<file path="config.mk">
export PLATFORM = sky130hd
export DESIGN_NAME = key_event_classifier_flat
export DESIGN_NICKNAME = d
export VERILOG_FILES = /design/src/rtl/key_evt_pkg.sv /design/src/rtl/key_event_classifier_if.sv /design/src/rtl/key_evt_fsm.sv /design/src/rtl/key_event_classifier.sv /design/src/flat_wrapper.sv
export SDC_FILE = /design/constraint.sdc
export NUM_CORES = 1
export LEC_CHECK = 0
export ABC_CLOCK_PERIOD_IN_PS = 2900
export BUFFER_PORTS_ARGS = -buffer_cell sky130_fd_sc_hd__buf_2
export CAP_MARGIN = 20
export CORE_UTILIZATION = 35
export CTS_CLUSTER_SIZE = 40
export DETAILED_ROUTE_END_ITERATION = 7
export HOLD_SLACK_MARGIN = 0.06
export PLACE_DENSITY = 0.59
export SLEW_MARGIN = 15
export SYNTH_ARGS = -nofsm -noshare
export SYNTH_HDL_FRONTEND = slang
export SYNTH_HIERARCHICAL = 1
export SYNTH_SLANG_ARGS = --single-unit
</file>
<file path="constraint.sdc">
create_clock -name clk -period 2.9 [get_ports clk]
set_input_delay 0.58 -clock clk [delete_from_list [all_inputs] [get_ports clk]]
set_output_delay 0.58 -clock clk [all_outputs]
set_load 0.02 [all_outputs]
</file>
<file path="src/rtl/key_evt_pkg.sv">
`default_nettype none
// ============================================================================
//  Module   : key_evt_pkg
//  Purpose  : Shared state encoding and default timing constants for the
//             per-key event classifier.
//  Revision : 1.0 - initial release
// ============================================================================
package key_evt_pkg;

    localparam int LONG_CYC_DEF = 50_000_000;
    localparam int DBL_CYC_DEF  = 15_000_000;
    localparam int CNT_W_DEF    = 26;

    typedef enum logic [2:0] {
        WAIT_REL = 3'd0,
        IDLE     = 3'd1,
        PRESS1   = 3'd2,
        LONG     = 3'd3,
        GAP      = 3'd4,
        PRESS2   = 3'd5
    } key_state_e;

endpackage : key_evt_pkg
`default_nettype wire

</file>
<file path="src/rtl/key_event_classifier_if.sv">
`default_nettype none
// ============================================================================
//  Module   : key_event_classifier_if
//  Purpose  : Debounced key levels in, classified key events out.
//  Revision : 1.0 - initial release
// ============================================================================
interface key_event_classifier_if #(
    parameter int NUM_KEYS = 3
);
    logic [NUM_KEYS-1:0] key_n;
    logic [NUM_KEYS-1:0] short_p;
    logic [NUM_KEYS-1:0] long_p;
    logic [NUM_KEYS-1:0] double_p;
    logic [NUM_KEYS-1:0] held;

    modport master (
        output key_n,
        input  short_p,
        input  long_p,
        input  double_p,
        input  held
    );

    modport slave (
        input  key_n,
        output short_p,
        output long_p,
        output double_p,
        output held
    );
endinterface : key_event_classifier_if
`default_nettype wire

</file>
<file path="src/rtl/key_evt_fsm.sv">
`default_nettype none
// ============================================================================
//  Module   : key_evt_fsm
//  Purpose  : Single-key short / long / double press classifier with one
//             shared duration counter and registered event outputs.
//  Revision : 1.0 - initial release
// ============================================================================
module key_evt_fsm
    import key_evt_pkg::*;
#(
    parameter int LONG_CYC = LONG_CYC_DEF,
    parameter int DBL_CYC  = DBL_CYC_DEF,
    parameter int CNT_W    = CNT_W_DEF
) (
    input  logic clk,
    input  logic rst_n,
    input  logic i_key_n,
    output logic o_short_p,
    output logic o_long_p,
    output logic o_double_p,
    output logic o_held
);

    localparam logic [CNT_W-1:0] LONG_LAST = CNT_W'(LONG_CYC - 1);
    localparam logic [CNT_W-1:0] DBL_LAST  = CNT_W'(DBL_CYC - 1);
    localparam logic [CNT_W-1:0] CNT_ONE   = CNT_W'(1);

    if ((LONG_CYC < 2) || (DBL_CYC < 2)) begin : g_param_min_check
        $error("key_evt_fsm: LONG_CYC and DBL_CYC must both be >= 2");
    end

    if ((((LONG_CYC - 1) >> CNT_W) != 0) || (((DBL_CYC - 1) >> CNT_W) != 0)) begin : g_param_width_check
        $error("key_evt_fsm: CNT_W too narrow for LONG_CYC/DBL_CYC");
    end

    key_state_e       state_q,  state_d;
    logic [CNT_W-1:0] cnt_q,    cnt_d;
    logic             short_q,  short_d;
    logic             long_q,   long_d;
    logic             double_q, double_d;
    logic             held_q,   held_d;
    logic             w_pressed;

    assign w_pressed = ~i_key_n;

    always_comb begin
        state_d  = state_q;
        cnt_d    = cnt_q;
        short_d  = 1'b0;
        long_d   = 1'b0;
        double_d = 1'b0;

        case (state_q)
            WAIT_REL: begin
                if (!w_pressed) state_d = IDLE;
            end
            IDLE: begin
                if (w_pressed) begin
                    state_d = PRESS1;
                    cnt_d   = '0;
                end
            end
            PRESS1: begin
                // Release takes priority over reaching the long threshold.
                if (!w_pressed) begin
                    state_d = GAP;
                    cnt_d   = '0;
                end else if (cnt_q == LONG_LAST) begin
                    state_d = LONG;
                    long_d  = 1'b1;
                end else begin
                    cnt_d = cnt_q + CNT_ONE;
                end
            end
            LONG: begin
                if (!w_pressed) state_d = IDLE;
            end
            GAP: begin
                // A press on the final gap cycle still counts as a double.
                if (w_pressed) begin
                    state_d = PRESS2;
                end else if (cnt_q == DBL_LAST) begin
                    state_d = IDLE;
                    short_d = 1'b1;
                end else begin
                    cnt_d = cnt_q + CNT_ONE;
                end
            end
            PRESS2: begin
                if (!w_pressed) begin
                    state_d  = IDLE;
                    double_d = 1'b1;
                end
            end
            default: begin
                state_d = WAIT_REL;
                cnt_d   = '0;
            end
        endcase

        held_d = (state_d == LONG);
    end

    always_ff @(posedge clk or negedge rst_n) begin
        if (!rst_n) begin
            state_q  <= WAIT_REL;
            cnt_q    <= '0;
            short_q  <= 1'b0;
            long_q   <= 1'b0;
            double_q <= 1'b0;
            held_q   <= 1'b0;
        end else begin
            state_q  <= state_d;
            cnt_q    <= cnt_d;
            short_q  <= short_d;
            long_q   <= long_d;
            double_q <= double_d;
            held_q   <= held_d;
        end
    end

    assign o_short_p  = short_q;
    assign o_long_p   = long_q;
    assign o_double_p = double_q;
    assign o_held     = held_q;

endmodule : key_evt_fsm
`default_nettype wire

</file>
<file path="src/rtl/key_event_classifier.sv">
`default_nettype none
// ============================================================================
//  Module   : key_event_classifier
//  Purpose  : Classifies each debounced key into short / long / double press
//             events using one independent key_evt_fsm per key.
//  Revision : 1.0 - initial release
// ============================================================================
module key_event_classifier
    import key_evt_pkg::*;
#(
    parameter int NUM_KEYS = 3,
    parameter int LONG_CYC = LONG_CYC_DEF,
    parameter int DBL_CYC  = DBL_CYC_DEF,
    parameter int CNT_W    = CNT_W_DEF
) (
    input  logic                   clk,
    input  logic                   rst_n,
    key_event_classifier_if.slave  evt
);

    logic [NUM_KEYS-1:0] w_short_p;
    logic [NUM_KEYS-1:0] w_long_p;
    logic [NUM_KEYS-1:0] w_double_p;
    logic [NUM_KEYS-1:0] w_held;

    for (genvar i = 0; i < NUM_KEYS; i++) begin : g_key
        key_evt_fsm #(
            .LONG_CYC (LONG_CYC),
            .DBL_CYC  (DBL_CYC),
            .CNT_W    (CNT_W)
        ) u_fsm (
            .clk        (clk),
            .rst_n      (rst_n),
            .i_key_n    (evt.key_n[i]),
            .o_short_p  (w_short_p[i]),
            .o_long_p   (w_long_p[i]),
            .o_double_p (w_double_p[i]),
            .o_held     (w_held[i])
        );
    end

    assign evt.short_p  = w_short_p;
    assign evt.long_p   = w_long_p;
    assign evt.double_p = w_double_p;
    assign evt.held     = w_held;

endmodule : key_event_classifier
`default_nettype wire

</file>
<file path="src/flat_wrapper.sv">
// flat-port wrapper written by rule: the top's interface ports become plain ports
module key_event_classifier_flat import key_evt_pkg::*;
#(
    parameter int NUM_KEYS = 3,
    parameter int LONG_CYC = LONG_CYC_DEF,
    parameter int DBL_CYC  = DBL_CYC_DEF,
    parameter int CNT_W    = CNT_W_DEF
)
  (clk, rst_n, evt_key_n, evt_short_p, evt_long_p, evt_double_p, evt_held);
  key_event_classifier_if #(.NUM_KEYS(NUM_KEYS)) evt_i ();
  input  logic clk;
  input  logic rst_n;
  input wire logic [$bits(evt_i.key_n)-1:0] evt_key_n;
  output wire logic [$bits(evt_i.short_p)-1:0] evt_short_p;
  output wire logic [$bits(evt_i.long_p)-1:0] evt_long_p;
  output wire logic [$bits(evt_i.double_p)-1:0] evt_double_p;
  output wire logic [$bits(evt_i.held)-1:0] evt_held;
  assign evt_i.key_n = evt_key_n;
  assign evt_short_p = evt_i.short_p;
  assign evt_long_p = evt_i.long_p;
  assign evt_double_p = evt_i.double_p;
  assign evt_held = evt_i.held;
  key_event_classifier #(.NUM_KEYS(NUM_KEYS), .LONG_CYC(LONG_CYC), .DBL_CYC(DBL_CYC), .CNT_W(CNT_W)) u_core (.clk(clk), .rst_n(rst_n), .evt(evt_i));
endmodule
</file>
# --- Yosys cells after proc, flatten, opt, wreduce, memory -nomap -nowiden ---
# Index checks and enable logic that the tools add are counted.
op_classes:
  add_sub_neg: 3
  n_mux: 63
  bitwise_logic: 3
  n_eq_ne: 36
  reduce_logical: 9
ops:
  columns: ["operator", "count"]
  rows:
  - ["$mux W26", 15]
  - ["$pmux W26 S4", 3]
  - ["$add A26 B1 Y26 const B", 3]
  - ["$eq A26 B24 Y1 const B", 3]
  - ["$eq A26 B26 Y1 const B", 3]
  - ["$mux W3", 18]
  - ["$pmux W3 S4", 3]
  - ["$eq A3 B2 Y1 const B", 9]
  - ["$mux W1", 24]
  - ["$eq A3 B3 Y1 const B", 6]
  - ["$ne A2 B2 Y1 const B", 9]
  - ["$reduce_and A5 Y1", 3]
  - ["$eq A3 B1 Y1 const B", 3]
  - ["$logic_not A3 Y1", 3]
  - ["$ne A3 B3 Y1 const B", 3]
  - ["$reduce_or A3 Y1", 3]
  - ["$not A1 Y1", 3]
word_totals:
  ff_bits: 99
  word_cells: 132
  input_bits: 5

# --- Logic depth before layout (Yosys ltp) ---
logic_depth:
  depth_word: 5
  depth_mapped: 8
  depth_no_buf: 7

# --- Cells and area by module ---
# Netlist, hierarchy kept.
modules_own_cells:
  columns: ["module", "cells_each", "seq_area_each_um2", "instances", "area_per_inst_um2"]
  rows:
  - ["key_evt_fsm (u_core.g_key[1].u_fsm)", 208, 825.8, 1, 1956.9]
  - ["key_evt_fsm (u_core.g_key[2].u_fsm)", 215, 825.8, 1, 1934.4]
  - ["key_evt_fsm (u_core.g_key[0].u_fsm)", 209, 825.8, 1, 1833.0]

# --- Least setup slack after synthesis ---
# No wires, ideal clock.
synth_timing:
  path_kind: "input to register"
  startpoint: "input port evt_key_n[1]"
  endpoint: "register u_core.g_key[1].u_fsm.cnt_q[11]"
  required_time_ns: 2.790
  path_slack_ns: 0.645
  t_arrival_ns: 2.145
  path_stages: 7
  n_path_buf: 1
  path_cell_list: "or4b_1 > or4_4 > nor2_4 > a21o_2 > buf_6 > o311ai_1 > o41ai_1"
synth_between:
  elab_chain_len: 2
  word_cells_on_any_way: 6
  cone_classes: "eq/ne (3); mux (2); reduce/logical (1)"
synth_lines:
  columns: ["item", "line_no", "rtl"]
  rows:
  - ["start, declared", "flat_wrapper.sv:13", "input wire logic [$bits(evt_i.key_n)-1:0] evt_key_n;"]
  - ["$ne A3 B3 Y1 (no source line) (tied with other cells)", null, null]
  - ["$reduce_and A5 Y1 (no source line) or $pmux W26 S4 (tied branches)", null, null]
  - ["end signal, assigned", "key_evt_fsm.sv:114", "cnt_q <= cnt_d;"]
  - ["end, declared", "key_evt_fsm.sv:37", "logic [CNT_W-1:0] cnt_q, cnt_d;"]
# Parallel ways exist; a longest one is shown, timed or not.
# A chain may end at the register's enable or synchronous reset.

# --- Final worst setup path ---
layout_timing:
  startpoint: "register u_core.g_key[1].u_fsm.cnt_q[0]"
  endpoint: "register u_core.g_key[1].u_fsm.cnt_q[16]"
layout_between:
  elab_chain_len: 4
  word_cells_on_any_way: 11
  cone_classes: "add/sub (1); eq/ne (4); mux (5); reduce/logical (1)"
layout_lines:
  columns: ["item", "line_no", "rtl"]
  rows:
  - ["$add A26 B1 Y26", "key_evt_fsm.sv:72, key_evt_fsm.sv:86", null]
  - ["$mux W26 (on tied branches)", "key_evt_fsm.sv:82, key_evt_fsm.sv:68", null]
  - ["$mux W26 (on tied branches)", "key_evt_fsm.sv:80, key_evt_fsm.sv:65", null]
  - ["$pmux W26 S4", "key_evt_fsm.sv:53", "case (state_q)"]
# Parallel ways exist; a longest one is shown, timed or not. The select of a mux whose other input is x is not followed.

==> results.json <==
{
  "max_cap_violations": 0,
  "preCtsSetupSlack_ns": 0.290,
  "met3_length_um": 441,
  "die_h_um": 130,
  "holdWs_ns": 0.218,
  "wl_met2_um": 6390,
  "post_cts_resize_count": 0,
  "finalWeightedCongestion": 0.877,
  "dr.pass1.iters": 5,
  "hold_viol": 0,
  "syn-cell-area_mm2": 0.00572,
  "highest_layer": "met4",
  "drv_slew": 0,
  "fin_ws_ns": 0.254,
  "first_iter_violations": 310,
  "skew_ns": 0.00752,
  "final_common_cell": "dfrtp_1",
  "path_cells": "ha_1 -> nand3_1 -> or4_4 -> o211ai_4 -> a21o_2 -> o311ai_1 -> o41ai_1",
  "remaining_drc_errors": 0,
  "synthArstFlopShare_pct": 100,
  "h-tree-depth": 3,
  "initial_core_util_pct": 35.9,
  "synth_nets": 640,
  "cts_hold_buf": 0,
  "clock_latency_ns": 0.35,
  "design.portCount": 17,
  "end_kind": "register",
  "synthCells": 632,
  "place_hpwl_um": 9080,
  "finalSetupTns_ns": 0,
  "ys_dominant_reg_cell": "dfrtp_1",
  "ys_warn_count": 6,
  "slowest_delay_ns": 0.66,
  "drive_above_1_share_pct": 11.3,
  "root_buffer": "clkbuf_16",
  "num_antenna_cells": 0,
  "die-area_mm2": 0.0169,
  "grt.total_usage_pct": 16.8,
  "die_w_um": 130,
  "slowest_stage": "or4_4",
  "core_area_mm2": 0.0159,
  "clk_pin_slew_ns": 0.07,
  "grt_overflow_total": 0,
  "hp-class": "in -> async",
  "r2r-start": "u_core/g_key[1].u_fsm/cnt_q[0]",
  "antenna_found_initial": 0,
  "worst_slew_pin_slew_ns": 0.699,
  "synth_edf_count": 0,
  "cts.sinks": 99,
  "final_cell_mix": "dfrtp_1, nand2_1, nor2_1, nand3_1, a21oi_1",
  "rsz0062_at_grt": "no",
  "rows": 46,
  "fin_crit_ns": 2.65,
  "ir_worst_vdd_mv": 0.318,
  "nNetsFinal": 647,
  "ant_nets": 0,
  "wl_per_cell_um": 15.4,
  "vias_per_cell": 5.69,
  "crit_path_start_kind": "register",
  "cellPowerDensity_mw_per_mm2": 623,
  "post-route-period-util_pct": 91.2,
  "cts_tree": "built",
  "vias": 4896,
  "setup_viol": 0,
  "max_freq_mhz": 378,
  "grt_max_degree": 59,
  "cts_buffers": 9,
  "synth_seq_cells": 99,
  "grt_pass1_vias": 4659,
  "grt_pass1_wl_um": 22500,
  "dp_cells": 844,
  "slew_headroom_pct": 53.3,
  "ctsLongestPathBuffers": 2,
  "crit_fanout": 12,
  "path_class": "reg -> reg",
  "critical_path.startpoint": "u_core/g_key[1].u_fsm/cnt_q[0]",
  "postPlaceCellArea_mm2": 0.00598,
  "netlist-cell-type-count": 78,
  "p_leak_uw": 0.00252,
  "wl_met1_um": 6310,
  "numPortBuffers": 16,
  "outcome": "finished clean",
  "crit_required_ns": 3.14,
  "synth-seq-area-share_pct": 43.3,
  "fin_area_mm2": 0.00628,
  "post_cts_buffers": 0,
  "final_cell_count_no_fill": 860,
  "wl_um": 13200,
  "synth_area_per_cell_um2": 9.06,
  "area_growth_pct": 9.66,
  "arrival_ns": 2.88
}
## per-stage QoR
stage | utilization (%) | total power, µW
6_report | 39.4 | 3910
3_3_place_gp | 37.5 | 2710
3_5_place_dp | 37.5 | 2730
4_1_cts | 39.4 | 3960
2_1_floorplan | - | 2520
5_1_grt | 39.4 | 4160
## cell families after synthesis
| family | share of synthesized area (%) |
|---|---|
| simple gates | 29.1 |
| compound gates | 20.0 |
| flops | 43.3 |
| buf+inv | 4.22 |
| xor+xnor | 2.60 |
| fa+ha+maj | 0.656 |
| mux | 0.175 |
## Yosys cell counts (all sizes together) (2+ instances only)
master / instances / area share [%]
dfrtp: 99 / 43
nand2: 63 / 4.1
o21ai: 52 / 4.7
nor2: 51 / 3.5
a21oi: 37 / 3.5
nand3: 37 / 3.5
o31ai: 27 / 3.5
nand4: 23 / 2.5
clkbuf: 20 / 1.5
or3: 20 / 2.3
and2: 16 / 1.8
buf: 14 / 2.2
a31oi: 12 / 1.3
and3: 11 / 1.2
xnor2: 11 / 1.7
nand2b: 10 / 1.1
nor2b: 10 / 1.1
and4: 8 / 1.2
inv: 8 / 0.52
nor3: 8 / 0.70
o41ai: 8 / 1.2
or2: 7 / 0.76
nor4: 6 / 0.76
o21a: 6 / 0.79
or4: 6 / 0.98
xor2: 6 / 0.92
o211ai: 5 / 0.90
a211oi: 4 / 0.83
nor4b: 4 / 0.61
a21o: 3 / 0.42
a31o: 3 / 0.46
a41oi: 3 / 0.46
ha: 3 / 0.66
nand3b: 3 / 0.39
o311ai: 3 / 0.46
nand4b: 2 / 0.31
nand4bb: 2 / 0.48
nor3b: 2 / 0.26
nor4bb: 2 / 0.35
o22a: 2 / 0.31
or4b: 2 / 0.35
## registers in the layout (all words and copies together) (netlist names)
register                       count
u_core/g_key.u_fsm/state_q         9
u_core/g_key.u_fsm/cnt_q          78
u_core/g_key.u_fsm/o_short_p       3
u_core/g_key.u_fsm/o_double_p      3
u_core/g_key.u_fsm/o_long_p        3
u_core/g_key.u_fsm/o_held          3
## layout make-up
class | instances | area, µm²
Fill cell | 1602 | 9670
Clock inverter | 5 | 61.3
Sequential cell | 99 | 2480
Tap cell | 216 | 270
Inverter | 8 | 30.0
Clock buffer | 11 | 233
Multi-Input combinational cell | 491 | 3010
Timing Repair Buffer | 30 | 200
## path summary, 6_finish.rpt
kind,cells after the start,slack (ns),endpoint
max in group asynchronous,2,1.98,u_core/g_key[2].u_fsm/cnt_q[21]
min in group clk,1,0.50,u_core/g_key[2].u_fsm/cnt_q[23]
max reg2reg,7,0.25,u_core/g_key[1].u_fsm/cnt_q[16]
min,1,0.22,u_core/g_key[0].u_fsm/o_double_p
max,7,0.25,u_core/g_key[1].u_fsm/cnt_q[16]
min reg2reg,1,0.50,u_core/g_key[2].u_fsm/cnt_q[23]
## layer usage
metal	GRT usage, %	vias to the layer above
met4	6.22	0
li1	-	2361
met2	27.5	98
met5	0	-
met3	3.32	8
met1	21.9	2429
## critical path: cells and delay by family, from the launching register on
family / cells / cell delay (ns)
AND/OR/NAND/NOR: 2 / 0.90
adder cells (fa/ha/maj): 1 / 0.22
flip-flops: 1 / 0.41
AO/OA/AOI/OAI: 4 / 0.99
## power breakdown
group,internal (µW),switching [µW],leakage (µW)
Clock,673,532,0.000132
Sequential,1460,146,0.00137
Combinational,331,768,0.00102
Total,2470,1450,0.00252
No activity file was read; power rests on OpenSTA's default activity.
